===== config.mk =====
export PLATFORM = sky130hd
export DESIGN_NAME = periph_bus_ctrl
export DESIGN_NICKNAME = d
export VERILOG_FILES = /design/src/rtl/periph_bus_ctrl.sv
export SDC_FILE = /design/constraint.sdc
export NUM_CORES = 1
export LEC_CHECK = 0
export ABC_AREA = 1
export ABC_CLOCK_PERIOD_IN_PS = 2980
export CAP_MARGIN = 0
export CELL_PAD_IN_SITES_DETAIL_PLACEMENT = 0
export CELL_PAD_IN_SITES_GLOBAL_PLACEMENT = 2
export CORE_AREA = 8 8 234 236
export CTS_BUF_LIST = sky130_fd_sc_hd__clkbuf_16
export CTS_CLUSTER_SIZE = 14
export DETAILED_ROUTE_END_ITERATION = 10
export DIE_AREA = 0 0 242 244
export DONT_BUFFER_PORTS = 1
export PLACE_DENSITY_LB_ADDON = 0.1
export SLEW_MARGIN = 20
export SYNTH_ARGS = -nofsm -noshare
export SYNTH_HDL_FRONTEND = slang
export SYNTH_SLANG_ARGS = --single-unit

===== constraint.sdc =====
create_clock -name clock -period 2.98 [get_ports clock]
set_input_delay 0.149 -clock clock [delete_from_list [all_inputs] [get_ports clock]]
set_output_delay 0.149 -clock clock [all_outputs]
set_load 0.01 [all_outputs]

===== src/rtl/periph_bus_ctrl.sv =====
// rtl/periph_bus_ctrl.sv - Peripheral bus controller: address decode, one-at-a-time slave handshake,
// timeout and error reporting back to the core's uncached data port.
package periph_bus_pkg;
  typedef enum logic [2:0] {
    STORE_NONE  = 3'd0,
    STORE_BYTE  = 3'd1,
    STORE_HALF  = 3'd2,
    STORE_WORD  = 3'd3,
    STORE_DWORD = 3'd4
  } mem_store_type_t;
endpackage

module periph_bus_ctrl
  import periph_bus_pkg::*;
#(
  parameter logic [63:0] PERIPHERAL_BASE = 64'h2000_0000,
  parameter int          N_SLAVES        = 4,
  parameter logic [63:0] SLAVE_SPAN      = 64'h1000,
  parameter int          TIMEOUT         = 255,
  localparam int         AW              = $clog2(SLAVE_SPAN)
) (
  input  logic                     clock,
  input  logic                     reset,
  input  logic [63:0]              d_addr,
  input  logic [63:0]              d_wdata,
  input  mem_store_type_t          d_store_type,
  input  logic                     d_valid,
  output logic [63:0]              d_rdata,
  output logic                     d_ready,
  output logic [N_SLAVES-1:0]      s_valid,
  output logic [AW-1:0]            s_addr,
  output logic [63:0]              s_wdata,
  output mem_store_type_t          s_store_type,
  input  logic [N_SLAVES-1:0]      s_ready,
  input  logic [N_SLAVES*64-1:0]   s_rdata,
  output logic                     bus_err,
  output logic [63:0]              err_addr,
  output logic [7:0]               err_count
);

  localparam int          IW       = (N_SLAVES > 1) ? $clog2(N_SLAVES) : 1;
  localparam logic [63:0] WINDOW   = 64'(N_SLAVES) * SLAVE_SPAN;
  localparam logic [16:0] TO_LIMIT = 17'(TIMEOUT);

  typedef enum logic [1:0] {IDLE, ISSUE, RESP} state_t;

  state_t          r_state;
  state_t          w_state_next;
  logic [63:0]     r_addr;
  logic [63:0]     r_wdata;
  logic [63:0]     r_rdata;
  logic [63:0]     r_err_addr;
  logic [AW-1:0]   r_off;
  logic [IW-1:0]   r_idx;
  mem_store_type_t r_store_type;
  logic            r_err;
  logic [15:0]     r_cnt;
  logic [7:0]      r_err_count;

  logic [63:0]     w_off;
  logic            w_in_range;
  logic [16:0]     w_cnt_inc;
  logic            w_sel_ready;
  logic            w_timeout;

  // Unsigned wrap of the subtraction is harmless: the >= BASE term rejects it.
  assign w_off       = d_addr - PERIPHERAL_BASE;
  assign w_in_range  = (d_addr >= PERIPHERAL_BASE) && (w_off < WINDOW);
  assign w_cnt_inc   = {1'b0, r_cnt} + 17'd1;
  assign w_sel_ready = s_ready[r_idx];
  assign w_timeout   = (w_cnt_inc == TO_LIMIT);

  always_ff @(posedge clock or negedge reset) begin
    if (!reset) begin
      r_state <= IDLE;
    end else begin
      r_state <= w_state_next;
    end
  end

  always_comb begin
    w_state_next = r_state;
    unique case (r_state)
      IDLE:    if (d_valid) w_state_next = w_in_range ? ISSUE : RESP;
      ISSUE:   if (w_sel_ready || w_timeout) w_state_next = RESP;
      RESP:    w_state_next = IDLE;
      default: w_state_next = IDLE;
    endcase
  end

  always_ff @(posedge clock or negedge reset) begin
    if (!reset) begin
      r_addr       <= '0;
      r_wdata      <= '0;
      r_rdata      <= '0;
      r_err_addr   <= '0;
      r_off        <= '0;
      r_idx        <= '0;
      r_store_type <= STORE_NONE;
      r_err        <= 1'b0;
      r_cnt        <= '0;
      r_err_count  <= '0;
    end else begin
      unique case (r_state)
        IDLE: begin
          if (d_valid) begin
            r_addr <= d_addr;
            r_err  <= !w_in_range;
            r_cnt  <= '0;
            if (w_in_range) begin
              r_idx        <= w_off[AW +: IW];
              r_off        <= w_off[AW-1:0];
              r_wdata      <= d_wdata;
              r_store_type <= d_store_type;
            end else begin
              r_rdata <= '1;
            end
          end
        end
        ISSUE: begin
          // A ready arriving in the final counted cycle still beats the timeout.
          if (w_sel_ready) begin
            r_rdata <= s_rdata[{r_idx, 6'd0} +: 64];
          end else if (w_timeout) begin
            r_rdata <= '1;
            r_err   <= 1'b1;
          end else begin
            r_cnt <= w_cnt_inc[15:0];
          end
        end
        RESP: begin
          if (r_err) begin
            r_err_addr <= r_addr;
            if (r_err_count != 8'hFF) r_err_count <= r_err_count + 8'd1;
          end
        end
        default: ;
      endcase
    end
  end

  assign s_valid      = (r_state == ISSUE) ? (N_SLAVES'(1) << r_idx) : '0;
  assign s_addr       = r_off;
  assign s_wdata      = r_wdata;
  assign s_store_type = r_store_type;
  assign d_ready      = (r_state == RESP);
  assign d_rdata      = r_rdata;
  assign bus_err      = (r_state == RESP) && r_err;
  assign err_addr     = r_err_addr;
  assign err_count    = r_err_count;

endmodule


==> run_results.csv <==
group,metric,value,unit
layout,fill_cells,5236,
die,rows,83,
sta,fmax,366,MHz
cts,clockBufferDepth,3,
run,maxCapViolations,0,
layout,area_growth,36.6,%
global_route,grt_pass1_wl,105,mm
sta,rsz0062_at_grt,"no",
setup_path,crit_arrival,3170,ps
setup_path,cp.buffers_inverters,3,
setup_path,cpMostUsedCell,"nand2_1",
yosys,syn_inst,2026,
die,io_pins,615,
sta,skew,26.3,ps
cts,numCtsBuffers,39,
die,dieArea,59000,sq um
cts,hold_buffers,372,
layout,final_area,20900,sq um
detailed_routing,viasPerCell,5.04,
sta,fin_ws,249,ps
global_route,grt_max_degree,301,
detailed_routing,drcViolationCount,0,
power_and_ir_drop,p_total,10.6,mW
cts,numClockSinks,300,
placement,post-dp-hpwl,50.3,mm
layout,seq_area,7510,sq um
cts,clkTransAtPathRegs,60,ps
setup_path,crit_fanout,82,
power_and_ir_drop,p_leak,9.76,nW
cts,cts_tree,"built",
detailed_routing,route.vias.total,15500,
layout,mostFrequentLayoutCell,"nand2_1",
layout,drive_gt1_frac,0.0527,
sta,setup_viol,0,
layout,mostFrequentLayoutCells,"nand2_1, dlygate4sd3_1, dfrtp_1",
sta,hold_viol,300,
yosys,synth-main-ff-cell,"dfrtp_1",
detailed_routing,wl,70.2,mm
sta,finalCritPeriodShare,0.916,
setup_path,startpoint_type,"primary input",
placement,dp_slack,69.0,ps
placement,placed_cell_area,15900,sq um
yosys,post_synth_num_cell_types,38,
detailed_routing,drtIter0Drc,1159,
global_route,grt_use_total,0.228,
setup_path,r2r-start,"r_cnt[1]$_DFFE_PN0P_",
sta,setup_tns,0,ps
detailed_routing,drt_first_pass_iters,6,
yosys,yosys_warnings,0,
placement,gp_congestion,0.873,
layout,multi_input_comb_area,6820,sq um
die,die_h,244,um
sta,maxSlewHeadroom,0.322,
power_and_ir_drop,power_density,507,nW/um^2
yosys,syn_avg_cell_area,7.54,sq um
layout,final_nets,2765,
status,failed_checks,"hold timing",
cts,root_buffer,"clkbuf_16",
setup_path,cp_top_family,"simple AND/OR/NAND/NOR gates",
global_route,grt_pass1_vias,16000,
yosys,synth.area.top_cells,"dfrtp_1, nand2_1, nand3_1",
yosys,async_flop_share,1.00,
setup_path,slowest_delay,550,ps
setup_path,critPathKind,"in2reg",
yosys,yosysTopAreaCellShare,0.491,
yosys,synthesis.area,15300,sq um
sta,slew_violations,0,
setup_path,critical_path.startpoint,"d_addr[29]",
placement,placed_cells,2629,
yosys,synth_seq_cells,300,
yosys,synth_edf_count,0,
placement,numPortBuffers,0,
detailed_routing,wl_per_cell,22.9,um
cts,cts-htree-levels,2,
setup_path,end_kind,"flip-flop",
yosys,synth_nets,2424,
min_path,hp-class,"in2async",
cts,clk_latency,550,ps
sta,max_slew.worst_pin.slew,1010,ps
sta,period_minus_slack,2730,ps
sta,whs,-707,ps
setup_path,crit_path_cell_trace,"dlygate4sd3_1 > inv_1 > ha_1 > nand2_1 > nor2_2 > nand3_1 > nand2_1 > nand2_1 > nor2_1 > nand2_1 > nor2_1 > nand3_1 > nor2_2 > nand4_4 > buf_12 > nand2_1 > nand2_1",
die,chipWidth,242,um
layout,layout.cells.non_filler,3074,
power_and_ir_drop,ir_drop,0.000341,V
yosys,synth_top_cell_by_area,"dfrtp_1",
detailed_routing,postRouteAntennaNets,0,
setup_path,critPathSlowestCell,"dlygate4sd3_1",
die,start_util,0.300,
global_route,antenna_found_initial,1,
status,status,"complete, but fails checks",
global_route,overflow,0,
yosys,seq_area_frac_synth,0.491,
die,core_area,50900,sq um
setup_path,worstPathRequired,3420,ps
setup_path,rrSetupSlack,330,ps
-- Yosys cell counts (all sizes together), types with 2 or more instances --
library cell / number
inv: 112
nor2: 148
o22ai: 6
clkbuf: 72
nand3: 203
dfrtp: 300
xor2: 15
xnor2: 5
nand4: 82
buf: 39
nor3: 12
ha: 4
nand2: 869
a22oi: 64
o21ai: 81
clkinv: 4
a21oi: 2
-- logic make-up after synthesis --
| logic type | count (synthesis) | synth area share |
|---|---|---|
| AND/OR/NAND/NOR | 1317 | 0.365 |
| flip-flops | 300 | 0.491 |
| buffers and inverters | 227 | 0.0658 |
| AO/OA/AOI/OAI | 158 | 0.0636 |
| XOR/XNOR | 20 | 0.0115 |
| adder cells (fa/ha/maj) | 4 | 0.00327 |
-- metal layers --
layer | GRT usage | vias up | wire (um)
li1 | - | 7253 | -
met1 | 0.287 | 7398 | 29300
met2 | 0.361 | 666 | 31700
met3 | 0.0778 | 163 | 6330
met4 | 0.0816 | 0 | 2900
met5 | 0 | - | 0
-- layout make-up --
| cell class | count | area share |
|---|---|---|
| inverter | 116 | 0.0210 |
| timing repair buffer | 410 | 0.197 |
| sequential | 300 | 0.360 |
| antenna | 4 | 0.000479 |
| tap | 680 | 0.0407 |
| multi-input combinational | 1500 | 0.327 |
| clock buffer | 40 | 0.0479 |
| clock inverter | 24 | 0.00659 |
-- through the flow --
stage	util	hold slack [ps]
after floorplan	-	-147
after global placement	0.313	-132
after detailed placement	0.313	-130
after CTS	0.409	-739
after global routing	0.410	-748
final	0.410	-707
-- worst paths after layout --
check                                                end  cells past startpoint
min in group clock               d_rdata[22]$_DFFE_PN0P_                      4
worst max-delay path             s_wdata[19]$_DFFE_PN0P_                     17
worst min-delay path            err_count[2]$_DFFE_PN0P_                      0
worst max register to register   d_rdata[27]$_DFFE_PN0P_                     14
max in group asynchronous         d_rdata[0]$_DFFE_PN0P_                      0
worst min register to register  err_addr[49]$_DFFE_PN0P_                      2
-- sequential cells by signal (all words and copies together) (netlist names) --
| register | cells |
|---|---|
| s_store_type | 3 |
| r_cnt | 16 |
| s_wdata | 64 |
| r_addr | 64 |
| err_count | 8 |
| r_state | 2 |
| d_rdata | 64 |
| r_err | 1 |
| r_idx | 2 |
| err_addr | 64 |
| s_addr | 12 |
-- report_power, final --
part           switching, mW  leakage (nW)  internal, mW
registers              0.579          3.80          4.48
clock network           1.82         0.573          2.49
logic                  0.598          5.39         0.616
-- repair_timing --
item | in CTS | in global routing
setup endpoints to repair | 0 | 66
gates resized for setup | 0 | 3
hold endpoints to repair | 511 | 300
setup buffers | 0 | 3
No activity file was read; power rests on OpenSTA's default activity.
